File: config.mk
export PLATFORM = sky130hd
export DESIGN_NAME = booth_product_accumulator
export DESIGN_NICKNAME = d
export VERILOG_FILES = /design/src/rtl/booth_pkg.sv /design/src/rtl/booth_sat_add.sv /design/src/rtl/booth_product_accumulator.sv
export SDC_FILE = /design/constraint.sdc
export NUM_CORES = 1
export LEC_CHECK = 0
export ABC_CLOCK_PERIOD_IN_PS = 4200
export CAP_MARGIN = 20
export CORE_MARGIN = 2
export CORE_UTILIZATION = 35
export DETAILED_ROUTE_END_ITERATION = 6
export PLACE_DENSITY_LB_ADDON = 0.2
export SYNTH_ARGS = -nofsm -noshare
export SYNTH_HDL_FRONTEND = slang
export SYNTH_SLANG_ARGS = --single-unit
File: constraint.sdc
create_clock -name clk -period 4.2 [get_ports clk]
set_clock_uncertainty 0.2 [all_clocks]
set_input_delay 0.42 -clock clk [delete_from_list [all_inputs] [get_ports clk]]
set_output_delay 0.42 -clock clk [all_outputs]
set_load 0.05 [all_outputs]
File: src/rtl/booth_pkg.sv
// Shared definitions for the Booth product accumulator.
//   state_t         : frame FSM states (IDLE / ACCUM / HOLD)
//   acc_max(w)      : largest signed value representable in w bits (64-bit result)
//   acc_min(w)      : smallest signed value representable in w bits, sign-extended to 64 bits
package booth_pkg;

    typedef enum logic [1:0] {
        IDLE  = 2'd0,
        ACCUM = 2'd1,
        HOLD  = 2'd2
    } state_t;

    function automatic logic [63:0] acc_max(input int unsigned w);
        return (64'd1 << (w - 1)) - 64'd1;
    endfunction

    function automatic logic [63:0] acc_min(input int unsigned w);
        return ~acc_max(w);
    endfunction

endpackage

File: src/rtl/booth_sat_add.sv
// Combinational signed saturating adder.
//   a, b  : ACC_W-bit two's-complement operands
//   sum   : a + b, clamped to the ACC_W signed range on overflow
//   clamp : 1 when the true sum did not fit and sum was clamped
module booth_sat_add
    import booth_pkg::*;
#(
    parameter int ACC_W = 24
) (
    input  logic [ACC_W-1:0] a,
    input  logic [ACC_W-1:0] b,
    output logic [ACC_W-1:0] sum,
    output logic             clamp
);

    localparam logic [ACC_W-1:0] MAXV = ACC_W'(acc_max(ACC_W));
    localparam logic [ACC_W-1:0] MINV = ACC_W'(acc_min(ACC_W));

    logic [ACC_W:0] wide;

    always_comb begin
        wide  = {a[ACC_W-1], a} + {b[ACC_W-1], b};
        // The extra top bit is the true sign; disagreement with the ACC_W sign bit means overflow.
        clamp = wide[ACC_W] ^ wide[ACC_W-1];
        if (clamp) begin
            sum = wide[ACC_W] ? MINV : MAXV;
        end else begin
            sum = wide[ACC_W-1:0];
        end
    end

endmodule

File: src/rtl/booth_product_accumulator.sv
// Accumulates a frame of signed Booth products {prod_ac,prod_qr} into a saturating accumulator
// and emits one result per frame over a valid/ready handshake.
//   clk, rst        : clock, asynchronous active-high reset
//   prod_ac/prod_qr : upper/lower halves of the signed product
//   in_valid/in_last/in_ready : product beat handshake; in_last marks the final term
//   out_data        : saturated frame sum
//   out_count       : number of terms in the frame
//   out_sat         : a clamp occurred somewhere in the frame
//   out_forced      : frame was closed by reaching MAX_TERMS rather than in_last
//   out_valid/out_ready : result handshake
//
// state | meaning
// IDLE  | no frame open, no result pending
// ACCUM | frame open, at least one term accumulated
// HOLD  | result presented on out_*, waiting for out_ready
module booth_product_accumulator
    import booth_pkg::*;
#(
    parameter  int MCAND_W   = 8,
    parameter  int MPLR_W    = 8,
    parameter  int ACC_W     = 24,
    parameter  int MAX_TERMS = 16,
    localparam int PW        = MCAND_W + MPLR_W,
    localparam int CNT_W     = $clog2(MAX_TERMS + 1)
) (
    input  logic               clk,
    input  logic               rst,
    input  logic [MCAND_W-1:0] prod_ac,
    input  logic [MPLR_W-1:0]  prod_qr,
    input  logic               in_valid,
    input  logic               in_last,
    output logic               in_ready,
    output logic [ACC_W-1:0]   out_data,
    output logic [CNT_W-1:0]   out_count,
    output logic               out_sat,
    output logic               out_forced,
    output logic               out_valid,
    input  logic               out_ready
);

    state_t            state, state_nx;
    logic [ACC_W-1:0]  acc;
    logic [CNT_W-1:0]  count;
    logic              sat;

    logic [PW-1:0]     prod_raw;
    logic [ACC_W-1:0]  prod_ext;
    logic [ACC_W-1:0]  base;
    logic [ACC_W-1:0]  sum;
    logic              clamp;
    logic              accept;
    logic              first;
    logic              frame_end;
    logic [CNT_W-1:0]  cnt_nx;
    logic              sat_nx;

    assign prod_raw = {prod_ac, prod_qr};
    assign prod_ext = ACC_W'($signed(prod_raw));

    // in_ready depends only on registered state and out_ready, never on in_valid.
    assign in_ready  = (state != HOLD) | out_ready;
    assign accept    = in_valid & in_ready;
    assign out_valid = (state == HOLD);

    // Any beat taken outside ACCUM starts a fresh frame; in HOLD, acc still carries the old frame.
    assign first     = (state != ACCUM);
    assign base      = first ? '0 : acc;
    assign cnt_nx    = first ? CNT_W'(1) : count + CNT_W'(1);
    assign frame_end = in_last | (cnt_nx == CNT_W'(MAX_TERMS));

    booth_sat_add #(
        .ACC_W (ACC_W)
    ) u_sat_add (
        .a     (base),
        .b     (prod_ext),
        .sum   (sum),
        .clamp (clamp)
    );

    assign sat_nx = first ? clamp : (sat | clamp);

    always_ff @(posedge clk or posedge rst) begin
        if (rst) begin
            state <= IDLE;
        end else begin
            state <= state_nx;
        end
    end

    always_comb begin
        state_nx = state;
        case (state)
            IDLE, ACCUM: begin
                if (accept) begin
                    state_nx = frame_end ? HOLD : ACCUM;
                end
            end
            HOLD: begin
                if (out_ready) begin
                    if (accept) begin
                        state_nx = frame_end ? HOLD : ACCUM;
                    end else begin
                        state_nx = IDLE;
                    end
                end
            end
            default: state_nx = IDLE;
        endcase
    end

    always_ff @(posedge clk or posedge rst) begin
        if (rst) begin
            acc   <= '0;
            count <= '0;
            sat   <= 1'b0;
        end else if (accept) begin
            acc   <= sum;
            count <= cnt_nx;
            sat   <= sat_nx;
        end
    end

    // Result register only loads on a frame-ending beat, so it is stable while HOLD waits.
    always_ff @(posedge clk or posedge rst) begin
        if (rst) begin
            out_data   <= '0;
            out_count  <= '0;
            out_sat    <= 1'b0;
            out_forced <= 1'b0;
        end else if (accept && frame_end) begin
            out_data   <= sum;
            out_count  <= cnt_nx;
            out_sat    <= sat_nx;
            out_forced <= ~in_last;
        end
    end

endmodule

After elaboration in Yosys (flattened, before gate mapping) --
Cells that the tools add are included. Widths: inputs -> output; s select.
Cells by class: reductions and logical operators 4, magnitude comparators 0, bitwise logic cells 6, multiplexer cells 10, add/sub/neg operators 2, eq/ne operators 7, divide/modulo/power cells 0, $mul 0, shift operators 0
Operator list (count):
- $mux 24 | 3
- $add 24x16->25 | 1
- $mux 2 | 4
- $add 5x1->5 const B | 1
- $eq 5x5->1 const B | 1
- $mux 5 | 1
- $ne 2x1->1 const B | 2
- $ne 2x2->1 const B | 2
- $pmux 2 s2 | 1
- $or 1x1->1 | 3
- $eq 2x1->1 const B | 1
- $eq 2x2->1 const B | 1
- $logic_not 2->1 | 1
- $reduce_and 2->1 | 1
- $reduce_or 2->1 | 1
- $and 1x1->1 | 1
- $logic_and 1x1->1 | 1
- $mux 1 | 1
- $not 1->1 | 1
- $xor 1x1->1 | 1
Storage, ports and cells: memory bits (writable) 0, word-level logic and storage cells 37, bits in registers 63, latch bits 0, memories kept 0, ROM bits 0, input bits 21

Logic depth before layout (Yosys ltp) --
Gate-level depths: netlist (run 1).
depth after elaboration 8, gate-level depth with buffers 16, depth with buffers taken out 14

Hierarchy --
A second synthesis (run 1) with hierarchy kept.
Unflattened totals: cells, all modules 728, area, all modules 5631.7 um2
Modules (own cells, without submodules):
- booth_product_accumulator | cells an instance 446, instances 1, area an instance 3719.8 um2, seq. area each 1576.5 um2
- booth_sat_add | cells an instance 282, instances 1, area an instance 1911.8 um2, seq. area each 0.0 um2

Worst setup path after synthesis (run 1) --
No wires, ideal clock.
kind register to register, start point register state[1], end point register acc[14], data arrival time 3300 ps, required time 3875 ps, stages on the path, launching flop included 16, slack 575 ps, path through dfrtp_1 nor2b_1 clkbuf_1 clkbuf_1 and2_1 ha_1 a21oi_2 o21ai_1 a221oi_2 o41a_4 o31ai_4 or3_1 buf_4 o21ai_4 o21ai_1 mux2_2
On the way: longest elaborated chain between the ends 5
Ends and longest elaborated chain:
- start, declared | RTL line booth_product_accumulator.sv:41 | state_t state, state_nx;
- start signal, assigned | RTL line booth_product_accumulator.sv:86 | state <= state_nx;
- $ne 2x1->1 | RTL line booth_product_accumulator.sv:66 | assign first = (state != ACCUM);
- $mux 24 | RTL line booth_product_accumulator.sv:67 | assign base = first ? '0 : acc;
- $add 24x16->25 | RTL line booth_sat_add.sv:22 | wide = {a[ACC_W-1], a} + {b[ACC_W-1], b};
- $mux 24 or $xor 1x1->1 (tied branches) | RTL line booth_sat_add.sv:26, booth_sat_add.sv:24
- $mux 24 | RTL line booth_sat_add.sv:25 | if (clamp) begin
- end signal, assigned | RTL line booth_product_accumulator.sv:117 | acc <= sum;
- end, declared | RTL line booth_product_accumulator.sv:42 | logic [ACC_W-1:0] acc;
Parallel ways exist; a longest one is shown, timed or not. A chain may end at the register's enable or synchronous reset.

Final worst setup path (run 1) --
start point register state[0], end point register out_data[20]
On the way: longest elaborated chain between the ends 5
Ends and longest elaborated chain:
- $ne 2x1->1 | RTL line booth_product_accumulator.sv:66
- $mux 24 or $mux 5 (tied branches) | RTL line booth_product_accumulator.sv:67, booth_product_accumulator.sv:68
- $add 24x16->25 or $eq 5x5->1 (tied branches) | RTL line booth_sat_add.sv:22, booth_product_accumulator.sv:69
- $mux 24 (tied with other cells) | RTL line booth_sat_add.sv:26 | sum = wide[ACC_W] ? MINV : MAXV;
- $mux 24 or $logic_and 1x1->1 (tied branches) | RTL line booth_sat_add.sv:25, booth_product_accumulator.sv:130
- end signal, assigned | RTL line booth_product_accumulator.sv:131 | out_data <= sum;
- end, declared | RTL line booth_product_accumulator.sv:33 | output logic [ACC_W-1:0] out_data,
Parallel ways exist; a longest one is shown, timed or not.

==> results by group, run 1 <==
GRT
  • Vias in the first global route: 3487
  • First-pass GRT wire length: 18.3 mm
  • Largest net degree at the start of global routing: 35
  • All-Layer GR Usage: 18.3%
  • Antenna violations before repair: 0
  • Grt total ovfl: 0

Critical path
  • Reg-to-reg endpoint: out_data[20]$_DFFE_PP0N_
  • Worst Setup SP: state[0]$_DFFE_PP0P_
  • WP data arrival: 3.91 ns
  • Setup crit end kind: flop
  • Worst Reg-to-Reg Cells: 13
  • RR Startpoint: state[0]$_DFFE_PP0P_
  • Crit path max fanout: 20
  • Critical Setup Path Class: flop to flop
  • Worst setup SP type: flop
  • Reg-to-reg slack, setup: 0.26 ns
  • CP Capture Point: out_data[20]$_DFFE_PP0N_
  • Critical path data required time: 4.17 ns

Outcome
  • Status: finished, final reports clean

Clock tree
  • Worst-skew pair later-pin latency: 0.33 ns
  • Post-CTS setup buffer count: 0
  • Clk root buf: clkbuf_16
  • Hold buffer count at CTS: 0
  • Num CTS Buffers: 9
  • Max H-tree Level: 3
  • Resize count post-CTS: 0
  • CTS Sinks: 63
  • Clock tree buffer depth: 2
  • CTS tree: yes
  • Clk slew on worst S/H paths: 0.06 ns

Routing
  • Vias per inst: 5.29
  • DRT Pass-1 Iters: 5
  • Post-Route WL: 10.9 mm
  • Drc violations: 0
  • Iter 0 DRT Violations: 179
  • DR WL/cell: 16.6 um
  • Vias: 3473
  • Post-route ant nets: 0

Finish
  • Layout cells sized above 1: 9.14%
  • Final Net Count: 556
  • ANT cells: 0
  • Area grow syn2layout: 24.3%
  • Filler instances: 1153
  • Finished Layout Cells: 657
  • Final Util: 44.2%
  • Commonest non-fill, non-tap cell in the layout: dfrtp_1
  • Commonest non-fill, non-tap cells in the layout: 63 x dfrtp_1, 61 x nand2_1, 53 x clkdlybuf4s50_1

Synth
  • Cells after synthesis: 456
  • Post-synth design cell area: 0.00403 mm2
  • Synth top area cells: dfrtp_1 39%, ha_1 7.8%, a21oi_1 6.1%
  • FF+latch count, synth: 63
  • Post-synth top area share: 39.1%
  • Synth unique cells: 59
  • Synthesized Nets: 503
  • Number of flops mapped to enable cells by yosys: 0
  • Syn avg cell area: 8.83 um2
  • Ys Warns: 0
  • Largest area contributor in the netlist: dfrtp_1
  • Async set-reset flop share out of synthesis: 100%
  • Post-synthesis sequential area ratio: 39.1%
  • Post-synth top flop: dfrtp_1

Die
  • FP Rows: 39
  • I/O pins: 54
  • Initial Utilization: 35.6%
  • Chip Height: 111 um
  • Die W: 111 um
  • Die ar.: 0.0124 mm2
  • Placeable Area: 0.0113 mm2

Hold path
  • Hold Crit Class: flop to flop
  • Hold path depth: 2
  • Hold path startpoint: acc[15]$_DFFE_PP0P_

Timing
  • Max-slew violation count: 0
  • Final Hold Viols: 0
  • RSZ-0062 raised after global routing: yes
  • Minimum clock period: 3.94 ns
  • Relative slew slack: 51.4%
  • Final cycle utilization of the critical path: 93.8%
  • Fmax: 0.254 GHz
  • Fin worst setup slack: 0.262 ns
  • # setup viols final: 0
  • Worst slew pin tran: 0.728 ns

Power
  • Maximum VDD drop: 295 uV
  • Tot Pwr: 2.69 mW
  • Static Leakage: 2.14 nW
  • P per Cell Area: 537 mW/mm2

Placement
  • Post-Place Cells: 641
  • Place WS: 0.199 ns
  • Port buffer count: 53
  • Post-DP HPWL: 8.22 mm
  • Routability Congestion: 0.833

Flow run
  • Maxcap violations: 0
[logic make-up (layout without fill, tap and decap cells)]
family,Yosys count,count (layout),synth area share (%)
buf+inv,28,86,2.89
fa+ha+maj,26,26,8.26
mux,4,4,1.06
simple gates,162,162,18.7
compound gates,149,149,24.5
flops,63,63,39.1
xor+xnor,24,24,5.41
[layout make-up]
| cell class | instances | area (um2) | share of cell area (%) |
|---|---|---|---|
| Clock inverter | 5 | 33.8 | 0.675 |
| Tap cell | 143 | 179 | 3.57 |
| Sequential cell | 63 | 1580 | 31.5 |
| Clock buffer | 11 | 243 | 4.85 |
| Inverter | 9 | 33.8 | 0.675 |
| Multi-Input combinational cell | 365 | 2340 | 46.7 |
| Timing Repair Buffer | 61 | 603 | 12.0 |
[worst min-delay path by stage]
stage	slack, ns	end
detailed placement	0.27	acc[7]$_DFFE_PP0P_
CTS	0.28	acc[7]$_DFFE_PP0P_
global placement	0.26	acc[7]$_DFFE_PP0P_
global route	0.30	acc[13]$_DFFE_PP0P_
finish	0.27	acc[15]$_DFFE_PP0P_
floorplan	0.24	acc[11]$_DFFE_PP0P_
[routing by layer]
| metal | track usage, % | share of wire [%] | vias to the layer above |
|---|---|---|---|
| met5 | 0 | 0 | - |
| met4 | 4.77 | 0.97 | 0 |
| met3 | 3.55 | 3.6 | 8 |
| met2 | 28.7 | 46 | 64 |
| met1 | 26.2 | 49 | 1686 |
| li1 | - | - | 1715 |
[worst max-delay path: stages, from the launching register on]
cell and delay [ns]:
dfrtp_1 0.41, nor2b_1 0.33, buf_12 0.20, and2_1 0.13, ha_1 0.28, a21oi_2 0.25, o21ai_1 0.16, a221oi_2 0.31
o41a_4 0.24, nor3_1 0.06, o221ai_1 0.28, o31ai_2 0.18, nor2_1 0.57, a21oi_1 0.17
[power by group]
part / switching [mW] / internal (mW) / total [mW]
logic: 0.715 / 0.409 / 1.12
clock network: 0.281 / 0.414 / 0.696
registers: 0.0986 / 0.772 / 0.871
total: 1.09 / 1.60 / 2.69
[metrics by stage]
stage | hold slack, ns | TNS [ns] | instance area, um2
after detailed placement | 0.267 | 0 | 4730
after global routing | 0.300 | -0.0367 | 5010
after floorplan | 0.242 | 0 | 4030
after CTS | 0.278 | 0 | 5010
after global placement | 0.259 | 0 | 4730
final | 0.272 | 0 | 5010
[registers in the layout, summed over array words and instances, names as in the netlist]
| signal | flops |
|---|---|
| sat | 1 |
| out_sat | 1 |
| out_count | 5 |
| out_forced | 1 |
| acc | 24 |
| count | 5 |
| state | 2 |
| out_data | 24 |
[cells in the mapped netlist, drive strengths merged (2+ instances only)]
master,count
xor2,14
xnor2,10
nand2,61
o22a,11
ha,25
a21oi,50
inv,9
a21o,5
nand3,6
nor2b,4
nand2b,7
o21a,5
nand4,4
nor3,3
and2,25
clkbuf,14
o21ai,46
buf,5
mux2i,2
dfrtp,63
and4,2
o31ai,5
o211ai,5
nor2,44
mux2,2
a31oi,6
o21bai,4
No activity file was read; power rests on OpenSTA's default activity.
==> run 2, diff against run 1 <==
--- a/config.mk
+++ b/config.mk
@@ -7,7 +7,6 @@
 export LEC_CHECK = 0
 export ABC_CLOCK_PERIOD_IN_PS = 4200
 export CAP_MARGIN = 20
-export CORE_MARGIN = 2
 export CORE_UTILIZATION = 35
 export DETAILED_ROUTE_END_ITERATION = 6
 export PLACE_DENSITY_LB_ADDON = 0.2
==> results by group, run 2 (synthesized netlist as in run 1, its figures left out) <==
Die
  • I/O pins: 54 (unchanged)
  • FP Rows: 38 (-2.6%)
  • Initial Utilization: 36.5% (+0.94 points)
  • Die W: 109 um (-1.8%)
  • Die ar.: 0.0119 mm2 (-3.6%)
  • Chip Height: 109 um (-1.8%)
  • Placeable Area: 0.0110 mm2 (-2.6%)

Routing
  • Drc violations: 0 (unchanged)
  • DRT Pass-1 Iters: 4 (-1)
  • Highest metal used: met4
  • Iter 0 DRT Violations: 168 (-6.1%)
  • Met3 wire length: 386 um (-2.3%)
  • Vias: 3526 (+1.5%)
  • Post-Route WL: 10.5 mm (-3.7%)
  • Post-route ant nets: 0 (unchanged)
  • Vias per inst: 5.38 (+1.8%)
  • DRT met1 WL: 5.01 mm (-6.6%)
  • DR WL/cell: 16.1 um (-3.4%)
  • Met2 WL: 5.05 mm (-0.49%)

Critical path
  • Crit path max fanout: 10 (-50%)
  • RR Startpoint: state[0]$_DFFE_PP0P_
  • Worst Path Buf+Inv: 3 (+2)
  • Worst Reg-to-Reg Cells: 16 (+3)
  • Delay-heaviest family, CP: simple AND/OR/NAND/NOR gates
  • Reg-to-reg endpoint: acc[17]$_DFFE_PP0P_
  • Reg-to-reg slack, setup: 0.32 ns (+0.06 ns)
  • Crit path top cell by count: buf_4
  • Critical Setup Path Class: flop to flop
  • Worst setup SP type: flop
  • Critical path data required time: 4.24 ns (+0.07 ns)
  • Crit path cell chain: nor2b_1, and2_1, ha_1, inv_1, fa_1, nand2b_1, a21o_1, and3_1, o21ai_2, o21ai_1, and2_4, o31ai_2, buf_4, nor2_2, buf_4, a21oi_1
  • Worst path slowest cell: dfrtp_1
  • Worst path max stage delay: 0.41 ns (-0.16 ns)
  • WP data arrival: 3.92 ns (about the same)
  • Setup crit end kind: flop

Clock tree
  • Worst-skew pair later-pin latency: 0.32 ns (about the same)
  • Clock tree buffer depth: 2 (unchanged)
  • CTS tree: yes
  • Max H-tree Level: 3 (unchanged)
  • Num CTS Buffers: 9 (unchanged)
  • Clk slew on worst S/H paths: 0.05 ns (about the same)
  • Clk root buf: clkbuf_16
  • CTS Sinks: 63 (unchanged)

Finish
  • Commonest non-fill, non-tap cell in the layout: dfrtp_1
  • Commonest non-fill, non-tap cells in the layout: 63 x dfrtp_1, 61 x nand2_1, 53 x clkdlybuf4s50_1
  • ANT cells: 0 (unchanged)
  • Area grow syn2layout: 24.3% (unchanged)
  • Top flop regs: acc (24), out_data (24)
  • Final Cell Area: 0.00501 mm2 (unchanged)
  • Final Net Count: 559 (+0.54%)
  • Final Util: 45.4% (+1.2 points)
  • Layout cells sized above 1: 9.32% (+0.18 points)
  • Filler instances: 1091 (-5.4%)

Hold path
  • Worst Hold End: acc[9]$_DFFE_PP0P_
  • Hold Crit Class: flop to flop
  • Hold path startpoint: acc[9]$_DFFE_PP0P_
  • Hold path depth: 2 (unchanged)

Timing
  • Worst slew pin tran: 0.887 ns (+0.159 ns)
  • Max-slew violation count: 0 (unchanged)
  • Relative slew slack: 40.8% (-11 points)
  • # setup viols final: 0 (unchanged)
  • Final cycle utilization of the critical path: 92.4% (-1.3 points)
  • RSZ-0062 raised after global routing: no
  • Fin worst setup slack: 0.318 ns (+0.0563 ns)
  • Final Hold Viols: 0 (unchanged)
  • Fmax: 0.258 GHz (+1.5%)
  • Minimum clock period: 3.88 ns (-0.0563 ns)
  • Setup TNS Final: 0 ns (unchanged)

GRT
  • Grt total ovfl: 0 (unchanged)
  • All-Layer GR Usage: 19.1% (+0.76 points)
  • First-pass GRT wire length: 17.3 mm (-5.1%)
  • Antenna violations before repair: 0 (unchanged)
  • Largest net degree at the start of global routing: 42 (+20%)
  • Vias in the first global route: 3458 (-0.83%)

Placement
  • Placed instance area: 0.00473 mm2 (about the same)
  • Routability Congestion: 0.862 (+3.5%)
  • Place WS: 0.266 ns (+0.0678 ns)
  • Port buffer count: 53 (unchanged)
  • Post-DP HPWL: 7.95 mm (-3.3%)

Outcome
  • Status: finished, final reports clean

Power
  • Maximum VDD drop: 260 uV (-12%)
  • P per Cell Area: 532 mW/mm2 (-1.0%)
  • Static Leakage: 2.15 nW (+0.59%)

Flow run
  • Maxcap violations: 0 (unchanged)
run 2: cell count changes in the layout (fill, tap and decap cells not counted):
cell        before  now
buf_12           1    0
buf_4            7   11
clkbuf_1         1    2
clkbuf_8         1    2
clkinv_2         2    1
clkinv_4         1    0
clkinvlp_4       2    0
or3_1            1    0
or3_4            0    1
run 2: worst max path at each step:
| stage | start | to | depth (start not counted) |
|---|---|---|---|
| after floorplan | state[1]$_DFFE_PP0P_ | acc[14]$_DFFE_PP0P_ | 15 |
| after global placement | prod_qr[0] | acc[22]$_DFFE_PP0P_ | 15 |
| after detailed placement | prod_ac[7] | out_data[8]$_DFFE_PP0N_ | 9 |
| after CTS | state[0]$_DFFE_PP0P_ | acc[14]$_DFFE_PP0P_ | 13 |
| after global routing | state[0]$_DFFE_PP0P_ | acc[17]$_DFFE_PP0P_ | 16 |
| final | state[0]$_DFFE_PP0P_ | acc[17]$_DFFE_PP0P_ | 16 |
run 2: worst reg2reg max path, delay by kind of cell, from the launching register on:
kind | cells | cell delay (ns)
and+or+nand+nor | 6 | 1.12
AOI/OAI and AO/OA | 5 | 0.95
adders and majority gates | 2 | 0.61
buffers and inverters | 3 | 0.51
DFF | 1 | 0.41
run 2: routing by layer:
metal,vias to the layer above,track usage (%)
li1,1734,-
met1,1721,25.7
met2,64,31.2
met3,7,3.17
met4,0,6.00
met5,-,0
run 2: metrics by stage:
step	cells	power [mW]	hold WS [ns]
floorplan	456	1.64	0.242
global placement	641	2.00	0.257
detailed placement	641	2.00	0.267
CTS	655	2.68	0.279
global route	655	2.82	0.301
finish	655	2.66	0.273
run 2: cell type report:
type	count	area (um2)	share of cell area, %
clock buffer	13	260	5.20
clock inverter	1	5.00	0.100
timing repair buffer	64	613	12.2
tap	140	175	3.50
inverter	9	33.8	0.675
sequential	63	1580	31.5
multi-input combinational	365	2340	46.8
run 2: where the power goes:
| part | leakage (nW) | internal (mW) | switching [mW] | total, mW |
|---|---|---|---|---|
| clock | 0.132 | 0.424 | 0.245 | 0.669 |
| sequential | 0.743 | 0.773 | 0.0994 | 0.872 |
| combinational | 1.28 | 0.411 | 0.712 | 1.12 |
run 2: repair_timing:
action	CTS	global route
buffers inserted	0	0
endpoints found under the hold margin	0	0
gates resized for setup	0	2
hold buffers	0	0
setup endpoints to repair	0	9
==> run 3, diff against run 2 <==
--- a/config.mk
+++ b/config.mk
@@ -10,6 +10,7 @@
 export CORE_UTILIZATION = 35
 export DETAILED_ROUTE_END_ITERATION = 6
 export PLACE_DENSITY_LB_ADDON = 0.2
+export SKIP_LAST_GASP = 1
 export SYNTH_ARGS = -nofsm -noshare
 export SYNTH_HDL_FRONTEND = slang
 export SYNTH_SLANG_ARGS = --single-unit
==> results of run 3 <==
The final DEF is identical to that of run 2; final timing and power are the same.
